$ cat src/rtl/hp48_bus_ram.sv
// rtl/hp48_bus_ram.sv - HP48 nibble-bus memory responder with PC/DP pointers and a configurable window
module hp48_bus_ram #(
    parameter int ADDR_BITS = 8
) (
    input  logic        clk,
    input  logic        reset,
    input  logic        strobe,
    input  logic [3:0]  command,
    input  logic [19:0] address,
    input  logic [3:0]  nibble_in,
    output logic [3:0]  nibble_out,
    output logic        nibble_valid,
    output logic        configured,
    output logic        bus_error
);

    localparam logic [3:0] BUSCMD_NOP       = 4'h0;
    localparam logic [3:0] BUSCMD_PC_READ   = 4'h1;
    localparam logic [3:0] BUSCMD_DP_READ   = 4'h2;
    localparam logic [3:0] BUSCMD_DP_WRITE  = 4'h4;
    localparam logic [3:0] BUSCMD_LOAD_PC   = 4'h5;
    localparam logic [3:0] BUSCMD_LOAD_DP   = 4'h6;
    localparam logic [3:0] BUSCMD_CONFIGURE = 4'h7;
    localparam logic [3:0] BUSCMD_RESET     = 4'hF;

    localparam int RAM_DEPTH = 1 << ADDR_BITS;

    typedef enum logic [1:0] {
        CFG_UNCONF = 2'd0,
        CFG_SIZED  = 2'd1,
        CFG_CONF   = 2'd2
    } cfg_e;

    cfg_e        cfg_q, cfg_d;
    logic [19:0] pc_ptr_q, pc_ptr_d;
    logic [19:0] dp_ptr_q, dp_ptr_d;
    logic [19:0] mask_q, mask_d;
    logic [19:0] base_q, base_d;
    logic [3:0]  nibble_out_q, nibble_out_d;
    logic        nibble_valid_q, nibble_valid_d;
    logic        bus_error_q, bus_error_d;

    logic [3:0]  mem_q [0:RAM_DEPTH-1];
    logic                 mem_we;
    logic [ADDR_BITS-1:0] mem_waddr;
    logic [3:0]           mem_wdata;

    logic                 pc_hit;
    logic                 dp_hit;
    logic [ADDR_BITS-1:0] pc_off;
    logic [ADDR_BITS-1:0] dp_off;

    always_comb begin
        pc_hit = (cfg_q == CFG_CONF) && ((pc_ptr_q & mask_q) == base_q);
        dp_hit = (cfg_q == CFG_CONF) && ((dp_ptr_q & mask_q) == base_q);
        pc_off = pc_ptr_q[ADDR_BITS-1:0];
        dp_off = dp_ptr_q[ADDR_BITS-1:0];
    end

    // Pointers advance on every read/write even on a miss so that all
    // responders sharing the bus keep identical pointer values.
    always_comb begin
        cfg_d          = cfg_q;
        pc_ptr_d       = pc_ptr_q;
        dp_ptr_d       = dp_ptr_q;
        mask_d         = mask_q;
        base_d         = base_q;
        nibble_out_d   = nibble_out_q;
        nibble_valid_d = 1'b0;
        bus_error_d    = bus_error_q;
        mem_we         = 1'b0;
        mem_waddr      = dp_off;
        mem_wdata      = nibble_in;

        if (strobe) begin
            case (command)
                BUSCMD_NOP: begin
                end
                BUSCMD_LOAD_PC: pc_ptr_d = address;
                BUSCMD_LOAD_DP: dp_ptr_d = address;
                BUSCMD_PC_READ: begin
                    if (pc_hit) begin
                        nibble_out_d   = mem_q[pc_off];
                        nibble_valid_d = 1'b1;
                    end
                    pc_ptr_d = pc_ptr_q + 20'd1;
                end
                BUSCMD_DP_READ: begin
                    if (dp_hit) begin
                        nibble_out_d   = mem_q[dp_off];
                        nibble_valid_d = 1'b1;
                    end
                    dp_ptr_d = dp_ptr_q + 20'd1;
                end
                BUSCMD_DP_WRITE: begin
                    mem_we   = dp_hit;
                    dp_ptr_d = dp_ptr_q + 20'd1;
                end
                BUSCMD_CONFIGURE: begin
                    case (cfg_q)
                        CFG_UNCONF: begin
                            mask_d = address;
                            cfg_d  = CFG_SIZED;
                        end
                        CFG_SIZED: begin
                            base_d = address & mask_q;
                            cfg_d  = CFG_CONF;
                        end
                        default: begin
                        end
                    endcase
                end
                BUSCMD_RESET: begin
                    cfg_d  = CFG_UNCONF;
                    mask_d = 20'd0;
                    base_d = 20'd0;
                end
                default: bus_error_d = 1'b1;
            endcase
        end
    end

    always_ff @(posedge clk) begin
        if (reset) begin
            cfg_q          <= CFG_UNCONF;
            pc_ptr_q       <= 20'd0;
            dp_ptr_q       <= 20'd0;
            mask_q         <= 20'd0;
            base_q         <= 20'd0;
            nibble_out_q   <= 4'd0;
            nibble_valid_q <= 1'b0;
            bus_error_q    <= 1'b0;
        end else begin
            cfg_q          <= cfg_d;
            pc_ptr_q       <= pc_ptr_d;
            dp_ptr_q       <= dp_ptr_d;
            mask_q         <= mask_d;
            base_q         <= base_d;
            nibble_out_q   <= nibble_out_d;
            nibble_valid_q <= nibble_valid_d;
            bus_error_q    <= bus_error_d;
        end
    end

    // RAM contents survive reset; a write strobed together with reset is dropped.
    always_ff @(posedge clk) begin
        if (mem_we && !reset) begin
            mem_q[mem_waddr] <= mem_wdata;
        end
    end

    assign nibble_out   = nibble_out_q;
    assign nibble_valid = nibble_valid_q;
    assign configured   = (cfg_q == CFG_CONF);
    assign bus_error    = bus_error_q;

endmodule

$ cat config.mk
export PLATFORM = sky130hd
export DESIGN_NAME = hp48_bus_ram
export DESIGN_NICKNAME = d
export VERILOG_FILES = /design/src/rtl/hp48_bus_ram.sv
export SDC_FILE = /design/constraint.sdc
export NUM_CORES = 2
export LEC_CHECK = 0
export BUFFER_PORTS_ARGS = -buffer_cell sky130_fd_sc_hd__buf_2
export CORE_ASPECT_RATIO = 2
export CORE_MARGIN = 2
export CORE_UTILIZATION = 55
export CTS_CLUSTER_SIZE = 10
export DETAILED_ROUTE_END_ITERATION = 8
export MAX_ROUTING_LAYER = met4
export PLACE_DENSITY = 0.79
export SKIP_CTS_REPAIR_TIMING = 1
export SLEW_MARGIN = 40
export SYNTH_ARGS = -nofsm -noshare
export SYNTH_HDL_FRONTEND = slang
export SYNTH_SLANG_ARGS = --single-unit
export TNS_END_PERCENT = 100
$ cat constraint.sdc
create_clock -name clk -period 5 [get_ports clk]
set_input_delay 1 -clock clk [delete_from_list [all_inputs] [get_ports clk]]
set_output_delay 1 -clock clk [all_outputs]
set_load 0.05 [all_outputs]
# Yosys cells after proc, flatten, opt, wreduce, memory -nomap -nowiden
# Memories as Yosys holds them, arrays and structs flattened. A register that Yosys moved wholly into a read port is not among the register bits.
# Index checks and enable logic that the tools add are counted.
[word_totals] regBits=88 latchBits=0 out_inout_bits=7 n_memories=1 word_cells=74 rom_bits=0 ramBits=1024
[mem_list] memory="mem_q" words=256 width=4 rd=2 rd_ports_with_merged_regs=2 write_ports=1 line="43" rtl="logic [3:0] mem_q [0:RAM_DEPTH-1];"
[classes] n_shift=0 n_mux=22 order_cmp=0 add_sub_neg=2 n_div=0 n_bitwise=5 n_eq_ne=16 reduce_logical=20 multipliers=0
[ops] op="one-hot mux 20 bit (2 select lines)" n=4
[ops] op="AND 20 bit" n=3
[ops] op="adder 20 x 1 -> 20 bit, second input constant" n=2
[ops] op="== test 20 bit" n=2
[ops] op="two-way mux 20 bit" n=2
[ops] op="two-way mux 8 bit" n=4
[ops] op="== test 4 x 3 -> 1 bit, second input constant" n=4
[ops] op="AND reduction 3 bit" n=3
[ops] op="two-way mux 4 bit" n=2
[ops] op="one-hot mux 2 bit (2 select lines)" n=2
[ops] op="one-hot mux 4 bit (2 select lines)" n=1
[ops] op="nonzero test 2 bit" n=4
[ops] op="OR reduction 8 bit" n=1
[ops] op="two-way mux 1 bit" n=6
[ops] op="!= test 2 bit, second input constant" n=3
[ops] op="AND reduction 2 bit" n=3
[ops] op="== test 4 x 1 -> 1 bit, second input constant" n=1
[ops] op="== test 4 x 2 -> 1 bit, second input constant" n=1
[ops] op="== test 4 bit, second input constant" n=1
[ops] op="logical NOT 4 bit" n=1
[ops] op="AND reduction 4 bit" n=1
[ops] op="OR reduction 2 bit" n=2
[ops] op="logical AND 1 bit" n=3
[ops] op="!= test 3 x 2 -> 1 bit, second input constant" n=1
[ops] op="7 further kinds" n=8

# Longest topological paths before layout
[logic_depth] ltp_word=8 mapped_depth=14 ltp_nobuf=9

# Worst setup path before layout
# No wires, ideal clock.
[synth_path] kind="register to register" start="reg cfg_q[1]" end="mem mem_q[31][0], enable pin" required_time_ns=4.670 path_buffers=1 synth_period_minus_slack_ns=3.056 path_slack_ns=1.944 path_stages_with_launch=9 t_arrival_ns=2.727 cell_sequence="dfxtp_1 > inv_1 > nor2_1 > nand3_1 > nor4_1 > nor3b_2 > nand2_1 > clkbuf_1 > nor2_1"
[synth_via] elab_chain_cells=7
[synth_lines] element="from (decl)" line="34" rtl="cfg_e cfg_q, cfg_d;"
[synth_lines] element="from (signal assigned)" line="134" rtl="cfg_q <= cfg_d;"
[synth_lines] element="== test 2 bit"
[synth_lines] element="named net configured" line="13" rtl="output logic configured,"
[synth_lines] element="logical AND 1 bit" line="55" rtl="dp_hit = (cfg_q == CFG_CONF) && ((dp_ptr_q & mask_q) == base_q);"
[synth_lines] element="two-way mux 1 bit" line="76" rtl="case (command)"
[synth_lines] element="two-way mux 1 bit" line="75" rtl="if (strobe) begin"
[synth_lines] element="logical AND 1 bit" line="147" rtl="if (mem_we && !reset) begin"
[synth_lines] element="two-way mux 1 bit" line="147"
[synth_lines] element="two-way mux 1 bit (not written as such)" line="148" rtl="mem_q[mem_waddr] <= mem_wdata;"
[synth_lines] element="to (decl)" line="43"
# The timed path passes the listed nets, and every way through them passes these cells.

==> results.ini <==
[grt]
grt_pass1_vias=38100
grt_max_degree=128
antenna_found_initial=16
grt_usage_pct=41.9
grt_pass1_wl_mm=283
grt-ovfl-total=0

[yosys]
synth_edf_count=1024
synth-seq-area-share_pct=59.9
ys_ff_latch=1128
synth_fp_nets=3572
postSynthCellCount=3536
async_flop_share_pct=0
avgSynthCellArea_sq_um=15.5
synth_warnings=0
ys.flop_type=edfxtp_1
synth.distinct_cells=83
syn_area_sq_um=54800

[placed_design]
gp_congestion=1.10
post-place-cells=4754
hpwlAfterDp_mm=134
place_ws_ps=935
port_buffers=37
dpl_cell_area_sq_um=56300

[sta]
finClkSkew_ps=21.5
fin_crit_sh_pct=87.3
max_freq_ghz=0.229
slew_headroom_pct=35.3
finalHoldViolCount=0
min_period_ps=4370
setup_violations=0
drv_slew=0
setup_tns_ps=0
tightest_slew_ps=967
hold_ws_ps=483
fin_ws_ps=634
rsz0062_at_grt=false

[clock_tree]
cts_buffers=130
cts_max_path_buffers=3
path_clk_slew_ps=60
cts_num_sinks=1128
cts_htree_levels=4
cts_tree=built
clock_latency_ps=750
clock-root-buffer=clkbuf_16

[layout]
final_layout_size_suffix_gt1_share_pct=22.7
final_cell_mix=edfxtp_1 (1024), mux4_2 (391), nor2_1 (356), mux2i_1 (238), nand2_1 (173)
final_common_cell=edfxtp_1
final_cells=4947
nets=3607
finalInstanceArea_sq_um=60000
fin_util_pct=60.8
synthToLayoutAreaGrowth_pct=9.58

[status]
run_status=complete, no violations

[floorplan]
dieArea_sq_um=102000
die_y_um=450
top_level_ports=38
initial_core_util_pct=55.5
rows=163
coreArea_sq_um=98700
die_x_um=227

[setup_path]
r2r_end=nibble_out[2]$_SDFFE_PP0P_
critPathMaxFanout=40
worstPathArrival_ps=5050
cp_cell_sequence=nand2_2, buf_4, o221ai_1, o21ai_0, a31o_2, or4_1, nor3_1, a211o_1, o21a_1
worst_path_largest_cell_delay_ps=810
required_ps=5680
crit_type=flip-flop to flip-flop
cp-start-kind=flip-flop
r2r_cells=9
r2r_slack_ps=630
cpMaxStageDelayCell=dfxtp_4
crit_path_end_kind=flip-flop

[power_and_ir_drop]
power_density_nw_per_um2=333
power.static_leakage_nw=17.8
irDropWorstVdd_v=0.000398
total_power_mw=20.0

[routing]
drc=0
vias_per_cell=7.62
wirelength_mm=203
drt_iter0_markers=6088
wire_per_inst_um=41.0
vias=37700
ant_nets=0
drt-pass1-iter-count=8

[min_path]
min_path_type=flip-flop to flip-flop
hold_end=bus_error$_SDFFE_PP0P_
worstHoldStart=bus_error$_SDFFE_PP0P_
worstHoldPathCells=2

[job]
cap_violations=0

==> cells by family (layout without fill, tap and decap cells) <==
logic type / after synthesis / after routing / synth area share [%]
multiplexers: 672 / 672 / 22.0
flip-flops: 1128 / 1128 / 59.9
buffers and inverters: 292 / 365 / 3.44
adder cells (fa/ha/maj): 5 / 5 / 0.114
AO/OA/AOI/OAI: 531 / 531 / 6.60
XOR/XNOR: 41 / 41 / 0.656
AND/OR/NAND/NOR: 867 / 867 / 7.26
other: 0 / 18 / 0
==> sequential cells by signal (all words and copies together) (netlist names), named ones only <==
register      count
bus_error         1
cfg_q             2
nibble_valid      1
pc_ptr_q         20
dp_ptr_q         20
base_q           20
nibble_out        4
mask_q           20
mem_q          1024
==> per-layer routing <==
| layer | vias up | global-route usage (%) | wire length, um |
|---|---|---|---|
| li1 | 14400 | - | - |
| met1 | 18500 | 40.8 | 54300 |
| met2 | 3424 | 66.2 | 99400 |
| met3 | 1317 | 12.3 | 23600 |
| met4 | 0 | 38.8 | 25500 |
| met5 | - | - | 0 |
==> critical path: cells and delay by family (launching register included) <==
family / cells / cell delay (ps)
and+or+nand+nor: 3 / 1550
AOI/OAI and AO/OA: 5 / 1280
DFF: 1 / 810
buffers and inverters: 1 / 540
==> where the power goes <==
group	switching (mW)	total, mW	leakage (nW)	internal, mW
Clock	3.58	8.40	1.72	4.82
Combinational	0.814	1.21	6.07	0.397
Sequential	0.0660	10.4	10.0	10.3
Total	4.46	20.0	17.8	15.5
==> area by class of cell <==
type	instances	area (sq um)
repair buffers	183	1560
flip-flops and latches	1128	32900
diodes	18	45.0
clock buffers	165	3490
multi-input cells	2116	20300
well taps	1320	1650
inverters	12	45.0
clock inverters	5	43.8
fillers	7122	38700
==> worst max path at each step <==
stage                                            end  slack (ps)
after detailed placement      mem_q[51][3]$_DFFE_PP_         930
final                     nibble_out[2]$_SDFFE_PP0P_         630
after floorplan               mem_q[31][0]$_DFFE_PP_        1940
after global routing      nibble_out[2]$_SDFFE_PP0P_         700
after CTS                 nibble_out[2]$_SDFFE_PP0P_         920
after global placement    nibble_out[2]$_SDFFE_PP0P_         980
==> synth_stat cells (13+ instances only) <==
library cell | count | area, sq um
clkbuf_1 | 117 | 439
edfxtp_1 | 1024 | 30700
xnor2_1 | 29 | 254
mux4_1 | 23 | 604
buf_6 | 44 | 495
a31oi_1 | 13 | 81.3
nor4_1 | 31 | 194
a221oi_1 | 15 | 131
dfxtp_1 | 104 | 2080
a21oi_1 | 117 | 586
a211oi_1 | 34 | 255
and3_1 | 19 | 119
nand3_1 | 79 | 395
mux2i_1 | 243 | 2430
nand4_1 | 21 | 131
buf_4 | 43 | 323
mux4_2 | 391 | 8810
nand2_1 | 192 | 721
a32o_1 | 21 | 210
nor3_1 | 61 | 305
mux2_2 | 13 | 146
nor2b_1 | 23 | 144
buf_2 | 45 | 225
o221ai_1 | 43 | 377
o21ai_0 | 77 | 385
o22ai_1 | 63 | 394
nor2_1 | 362 | 1360
a22oi_1 | 70 | 526
Power figures use the tool's default switching activity.
